===== src/rtl/strength_pkg.sv =====
// Shared strength codes, FSM states and the per-driver effective-strength helper.
package strength_pkg;

    localparam int unsigned STRENGTH_W = 3;

    typedef enum logic [STRENGTH_W-1:0] {
        ST_HIGHZ  = 3'd0,
        ST_SMALL  = 3'd1,
        ST_MEDIUM = 3'd2,
        ST_WEAK   = 3'd3,
        ST_LARGE  = 3'd4,
        ST_PULL   = 3'd5,
        ST_STRONG = 3'd6,
        ST_SUPPLY = 3'd7
    } strength_e;

    typedef enum logic [1:0] {
        OK      = 2'd0,
        CONTEND = 2'd1,
        FAULT   = 2'd2
    } fsm_e;

    // Strength a single driver bit contributes; a disabled driver contributes highz.
    function automatic logic [STRENGTH_W-1:0] eff_strength(
        input logic                  val,
        input logic [STRENGTH_W-1:0] s0,
        input logic [STRENGTH_W-1:0] s1,
        input logic                  en
    );
        if (!en) return STRENGTH_W'(ST_HIGHZ);
        return val ? s1 : s0;
    endfunction

endpackage


===== src/rtl/strength_bit_resolver.sv =====
// Combinational resolution of one net bit driven by N_DRV strength-qualified drivers.
module strength_bit_resolver
    import strength_pkg::*;
#(
    parameter int unsigned N_DRV = 4
) (
    input  logic [N_DRV-1:0]            val,
    input  logic [N_DRV*STRENGTH_W-1:0] s0,
    input  logic [N_DRV*STRENGTH_W-1:0] s1,
    input  logic [N_DRV-1:0]            en,
    output logic                        drive1,
    output logic                        conflict,
    output logic                        undriven
);

    // Running maxima of the strengths pulling towards 1 and towards 0.
    logic [STRENGTH_W-1:0] m1_chain [N_DRV+1];
    logic [STRENGTH_W-1:0] m0_chain [N_DRV+1];
    logic [STRENGTH_W-1:0] eff      [N_DRV];

    assign m1_chain[0] = '0;
    assign m0_chain[0] = '0;

    for (genvar i = 0; i < N_DRV; i++) begin : g_drv
        assign eff[i] = eff_strength(val[i],
                                     s0[i*STRENGTH_W +: STRENGTH_W],
                                     s1[i*STRENGTH_W +: STRENGTH_W],
                                     en[i]);
        assign m1_chain[i+1] = (val[i] && (eff[i] > m1_chain[i])) ? eff[i] : m1_chain[i];
        assign m0_chain[i+1] = (!val[i] && (eff[i] > m0_chain[i])) ? eff[i] : m0_chain[i];
    end

    // Strongest side wins; equal non-zero strengths conflict; all-zero is undriven.
    always_comb begin
        drive1   = m1_chain[N_DRV] > m0_chain[N_DRV];
        conflict = (m1_chain[N_DRV] == m0_chain[N_DRV]) && (m1_chain[N_DRV] != '0);
        undriven = (m1_chain[N_DRV] == '0) && (m0_chain[N_DRV] == '0);
    end

endmodule


===== src/rtl/strength_bus_resolver.sv =====
// Registered multi-driver strength-resolved bus with a contention monitor.
module strength_bus_resolver
    import strength_pkg::*;
#(
    parameter int unsigned WIDTH            = 8,
    parameter int unsigned N_DRV            = 4,
    parameter int unsigned KEEPER           = 1,
    parameter int unsigned CONTENTION_LIMIT = 4,
    parameter int unsigned CNT_W            = $clog2(CONTENTION_LIMIT + 1)
) (
    input  logic                        clk,
    input  logic                        rst,
    input  logic [N_DRV-1:0]            drv_en,
    input  logic [N_DRV*WIDTH-1:0]      drv_val,
    input  logic [N_DRV*STRENGTH_W-1:0] drv_s0,
    input  logic [N_DRV*STRENGTH_W-1:0] drv_s1,
    input  logic                        clr_fault,
    output logic [WIDTH-1:0]            bus_q,
    output logic [WIDTH-1:0]            bus_x,
    output logic [WIDTH-1:0]            bus_z,
    output logic                        contention,
    output logic                        fault,
    output logic [CNT_W-1:0]            contention_cnt
);

    localparam logic [CNT_W-1:0] LIMIT_C    = CNT_W'(CONTENTION_LIMIT);
    localparam logic [CNT_W-1:0] LIMIT_M1_C = CNT_W'(CONTENTION_LIMIT - 1);

    logic [WIDTH-1:0] drive1;
    logic [WIDTH-1:0] conflict;
    logic [WIDTH-1:0] undriven;
    logic [WIDTH-1:0] q_nxt;

    fsm_e             state;
    fsm_e             state_nxt;
    logic [CNT_W-1:0] cnt_nxt;

    for (genvar b = 0; b < WIDTH; b++) begin : g_bit
        logic [N_DRV-1:0] bit_val;

        for (genvar d = 0; d < N_DRV; d++) begin : g_gather
            assign bit_val[d] = drv_val[d*WIDTH + b];
        end

        strength_bit_resolver #(
            .N_DRV (N_DRV)
        ) u_res (
            .val      (bit_val),
            .s0       (drv_s0),
            .s1       (drv_s1),
            .en       (drv_en),
            .drive1   (drive1[b]),
            .conflict (conflict[b]),
            .undriven (undriven[b])
        );

        // Conflicting bits hold; undriven bits hold or drop to 0 depending on KEEPER.
        assign q_nxt[b] = conflict[b] ? bus_q[b] :
                          undriven[b] ? ((KEEPER != 0) ? bus_q[b] : 1'b0) :
                          drive1[b];
    end

    // Resolved bus registers.
    always_ff @(posedge clk or posedge rst) begin
        if (rst) begin
            bus_q <= '0;
            bus_x <= '0;
            bus_z <= '1;
        end else begin
            bus_q <= q_nxt;
            bus_x <= conflict;
            bus_z <= undriven;
        end
    end

    assign contention = |bus_x;

    // Monitor state and consecutive-conflict counter.
    always_ff @(posedge clk or posedge rst) begin
        if (rst) begin
            state          <= OK;
            contention_cnt <= '0;
        end else begin
            state          <= state_nxt;
            contention_cnt <= cnt_nxt;
        end
    end

    // Next-state: count registered conflict cycles, latch FAULT until cleared.
    always_comb begin
        state_nxt = state;
        cnt_nxt   = contention_cnt;
        case (state)
            OK: begin
                if (contention) begin
                    if (CONTENTION_LIMIT == 1) begin
                        state_nxt = FAULT;
                        cnt_nxt   = LIMIT_C;
                    end else begin
                        state_nxt = CONTEND;
                        cnt_nxt   = CNT_W'(1);
                    end
                end
            end
            CONTEND: begin
                if (!contention) begin
                    state_nxt = OK;
                    cnt_nxt   = '0;
                end else if (contention_cnt == LIMIT_M1_C) begin
                    state_nxt = FAULT;
                    cnt_nxt   = LIMIT_C;
                end else begin
                    cnt_nxt = contention_cnt + CNT_W'(1);
                end
            end
            FAULT: begin
                if (clr_fault) begin
                    state_nxt = OK;
                    cnt_nxt   = '0;
                end else begin
                    cnt_nxt = LIMIT_C;
                end
            end
            default: begin
                state_nxt = OK;
                cnt_nxt   = '0;
            end
        endcase
    end

    // Outputs decoded from the state register.
    always_comb begin
        fault = (state == FAULT);
    end

endmodule

===== config.mk =====
export PLATFORM = sky130hd
export DESIGN_NAME = strength_bus_resolver
export DESIGN_NICKNAME = d
export VERILOG_FILES = /design/src/rtl/strength_pkg.sv /design/src/rtl/strength_bit_resolver.sv /design/src/rtl/strength_bus_resolver.sv
export SDC_FILE = /design/constraint.sdc
export NUM_CORES = 1
export LEC_CHECK = 0
export BUFFER_PORTS_ARGS = -buffer_cell sky130_fd_sc_hd__buf_4
export CAP_MARGIN = 25
export CORE_UTILIZATION = 30
export DETAILED_ROUTE_END_ITERATION = 10
export PLACE_DENSITY = 0.52
export SLEW_MARGIN = 30
export SYNTH_ARGS = -nofsm -noshare
export SYNTH_HDL_FRONTEND = slang
export SYNTH_HIERARCHICAL = 1
export SYNTH_SLANG_ARGS = --single-unit

===== constraint.sdc =====
create_clock -name clk -period 1.6 [get_ports clk]
set_input_delay 0.16 -clock clk [delete_from_list [all_inputs] [get_ports clk]]
set_output_delay 0.16 -clock clk [all_outputs]
set_load 0.005 [all_outputs]

==> metrics.md <==
| Metric | Value |
|---|---|
| Routed Antenna Nets | `0` |
| Cell Area, Synth | `0.00889 mm²` |
| 1st-pass router iterations | `4` |
| Status | `complete, but fails checks` |
| Power, Total | `10.5 mW` |
| Final setup violation count | `24` |
| FF-to-FF End | `contention_cnt[0]` |
| Max_cap viols | `0` |
| Initial Util | `30.7%` |
| Critical Path AT | `5.11 ns` |
| Post-synthesis simple-gate area fraction | `22.9%` |
| Routed WL | `33.0 mm` |
| EDFF count, synth | `0` |
| Asr flop ratio synth | `100%` |
| H-tree depth | `2` |
| Final core occ | `54.9%` |
| RD Place Congestion | `0.870` |
| Total CTS buffers | `5` |
| Clock Sinks | `29` |
| Final period util | `307%` |
| Slew @ Worst Pin | `0.450 ns` |
| Main combinational cell family by area after synthesis | `simple AND/OR/NAND/NOR gates` |
| Area Growth Syn to Fin | `78.8%` |
| P_leak | `7.68 nW` |
| Placeable Area | `0.0289 mm²` |
| Yosys Warn Count | `6` |
| Grt met1 use | `27.9%` |
| Layout cell share with drive strength beyond 1 | `60.4%` |
| Commonest non-fill, non-tap cells in the layout | `buf_4 (525), nand2_1 (115), inv_1 (88)` |
| Max frequency | `203 MHz` |
| Final min period | `4.92 ns` |
| Fin area | `0.0159 mm²` |
| Worst Clk Skew | `0.00452 ns` |
| GR Util met3 | `2.43%` |
| Die Footprint | `0.0303 mm²` |
| Multi-input logic area | `0.00950 mm²` |
| Post-detail-place hpwl | `25.5 mm` |
| Die Span Y | `174 µm` |
| RSZ-0062 raised after global routing | `true` |
| Skew-Pair Late Insertion Delay | `0.29 ns` |
| Fin worst setup slack | `-3.32 ns` |
| GR Util met2 | `37.1%` |
| Min-Delay Path Class | `in -> reg` |
| Max-slew violation count | `0` |
| Yosys reg bits | `29` |
| CP Launch Type | `primary input` |
| FF-to-FF path depth | `2` |
| # port buffers | `91` |
| Root Driver | `clkbuf_16` |
| Post-synth cell types | `63` |
| Synthesized area per cell | `7.89 µm²` |
| Via count | `10,500` |
| Cells after Synth | `1,127` |
| Site Rows | `62` |
| Failing checks | `setup timing` |
| DRT iter0 DRCs | `477` |
| DP Area | `0.0139 mm²` |
| Register area | `736 µm²` |
| Crit end category | `flip-flop` |
| Sequential share of the synthesized area | `8.28%` |
| Die X-Extent | `174 µm` |
| CP endpoint | `bus_q[4]` |
| Post-synthesis mux area share | `18.5%` |
| Reg-to-reg slack, setup | `0.11 ns` |
| Final Hold Viols | `0` |
| PD cells | `661 mW/mm²` |
| Most used routing layer | `met2` |
| Initial antenna violation count | `1` |
| CP Max Fanout | `7` |
| CTS clk-pin slew, worst paths | `0.07 ns` |
| Setup TNS | `-67.11 ns` |
| Post-Synth XOR/XNOR Area | `0%` |
| CTS tree | `done` |
| Top FF cell, synth | `dfrtp_1` |
| Clock Path Buffers | `2` |
| Most common cell after layout, fill and taps aside | `buf_4` |
| Kind of critical path | `in -> reg` |
| Vias in the first global route | `10,500` |
| Slew headroom | `70.0%` |
| DRC viols | `0` |
| Critical path launch point | `drv_val[12]` |
| First-pass GRT wire length | `52.0 mm` |
| # diodes | `0` |
| Reg2reg start | `bus_x[5]` |
| Filler instances | `2,615` |
| Dpl ws | `-3.80 ns` |
| Routed WL per cell | `15.9 µm` |
| Synth Area in Adders | `22.3%` |
| Total grt overflow | `0` |
| Post-synth net total | `1,328` |
| Num ports | `92` |
| Final nets | `1,888` |
| Post-DR vias/cell | `5.05` |
| Worst EP required | `1.79 ns` |
| Peak supply drop | `0.286 mV` |
| Compound-Gate Fraction of Synth Area | `21.6%` |
| Pin count of the biggest net entering global routing | `30` |
| All-layer global routing usage | `21.3%` |
[layout make-up]
type | count | area share (%)
multi-input cells | 979 | 59.8
repair buffers | 571 | 29.2
flip-flops and latches | 29 | 4.63
well taps | 384 | 3.02
inverters | 101 | 2.50
clock buffers | 5 | 0.788
clock inverters | 3 | 0.110
[metrics by stage]
stage / hold slack, ns / std cells
after detailed placement: 0.295 / 1989
after CTS: 0.225 / 2053
after floorplan: 0.232 / 1127
after global routing: 0.252 / 2072
after global placement: 0.295 / 1989
final: 0.233 / 2072
[report_power, final]
group / switching (mW) / total (mW) / internal [mW] / leakage (nW)
combinational: 3.55 / 8.24 / 4.69 / 7.26
sequential: 0.229 / 1.27 / 1.04 / 0.352
clock: 0.419 / 0.990 / 0.571 / 0.0696
total: 4.20 / 10.5 / 6.30 / 7.68
[cells in the mapped netlist (all sizes together) (17+ instances only)]
cell / instances / area (µm²)
buf: 17 / 185
a21o: 28 / 210
inv: 101 / 379
o21a: 23 / 173
ha: 138 / 1730
a21oi: 49 / 249
maj3: 23 / 259
mux2i: 60 / 601
nand2: 145 / 562
dfrtp: 21 / 526
nor2b: 43 / 269
nand3: 48 / 240
a31oi: 23 / 144
nor2: 69 / 259
o21ai: 67 / 362
a21boi: 22 / 195
mux2: 89 / 1040
[routing by layer]
metal	up-vias	share of wire, %
li1	5247	-
met1	4955	47
met2	210	48
met3	43	3.6
met4	0	1.8
met5	-	0
[sequential cells by signal, indices dropped and copies added, names as in the netlist]
name / count
contention_cnt: 3
bus_x: 8
bus_z: 8
bus_q: 8
state: 2
[critical path: stages]
cell      delay (ns)
buf_8           0.11
mux2_4          0.31
nand2_4         0.08
ha_4            0.19
and3_4          0.16
or3_4           0.37
or3_4           0.35
nand2_4         0.08
ha_4            0.20
nor2_4          0.13
a22oi_2         0.07
o22ai_2         0.13
a21boi_2        0.07
or2_4           0.25
mux2i_2         0.16
ha_1            0.32
nor2b_4         0.13
o21a_1          0.17
o21a_4          0.23
and2_4          0.15
a211oi_4        0.16
inv_1           0.07
ha_1            0.29
and3_4          0.16
and3_4          0.18
nor2_2          0.07
mux2_2          0.33
[worst min path at each step]
stage	start	end	slack (ns)	cells after the start
floorplan	rst	bus_q[0]	0.23	1
global placement	rst	contention_cnt[1]	0.29	3
detailed placement	rst	bus_x[1]	0.30	3
CTS	clr_fault	contention_cnt[2]	0.23	4
global route	clr_fault	state[1]	0.25	3
finish	clr_fault	contention_cnt[2]	0.23	4
[kinds of logic after synthesis]
group                      Yosys count
adders and majority gates          161
buffers and inverters              119
DFF                                 29
AOI/OAI and AO/OA                  268
muxes                              149
and+or+nand+nor                    401
[repair_timing]
action | 4_1_cts | 5_1_grt
setup endpoints to repair | 25 | 25
setup buffers | 58 | 24
cloned | 1 | 0
endpoints found under the hold margin | 21 | 0
resized for setup | 166 | 103
pin swaps | 118 | 59
hold buffers | 1 | 0
Power figures use the tool's default switching activity.
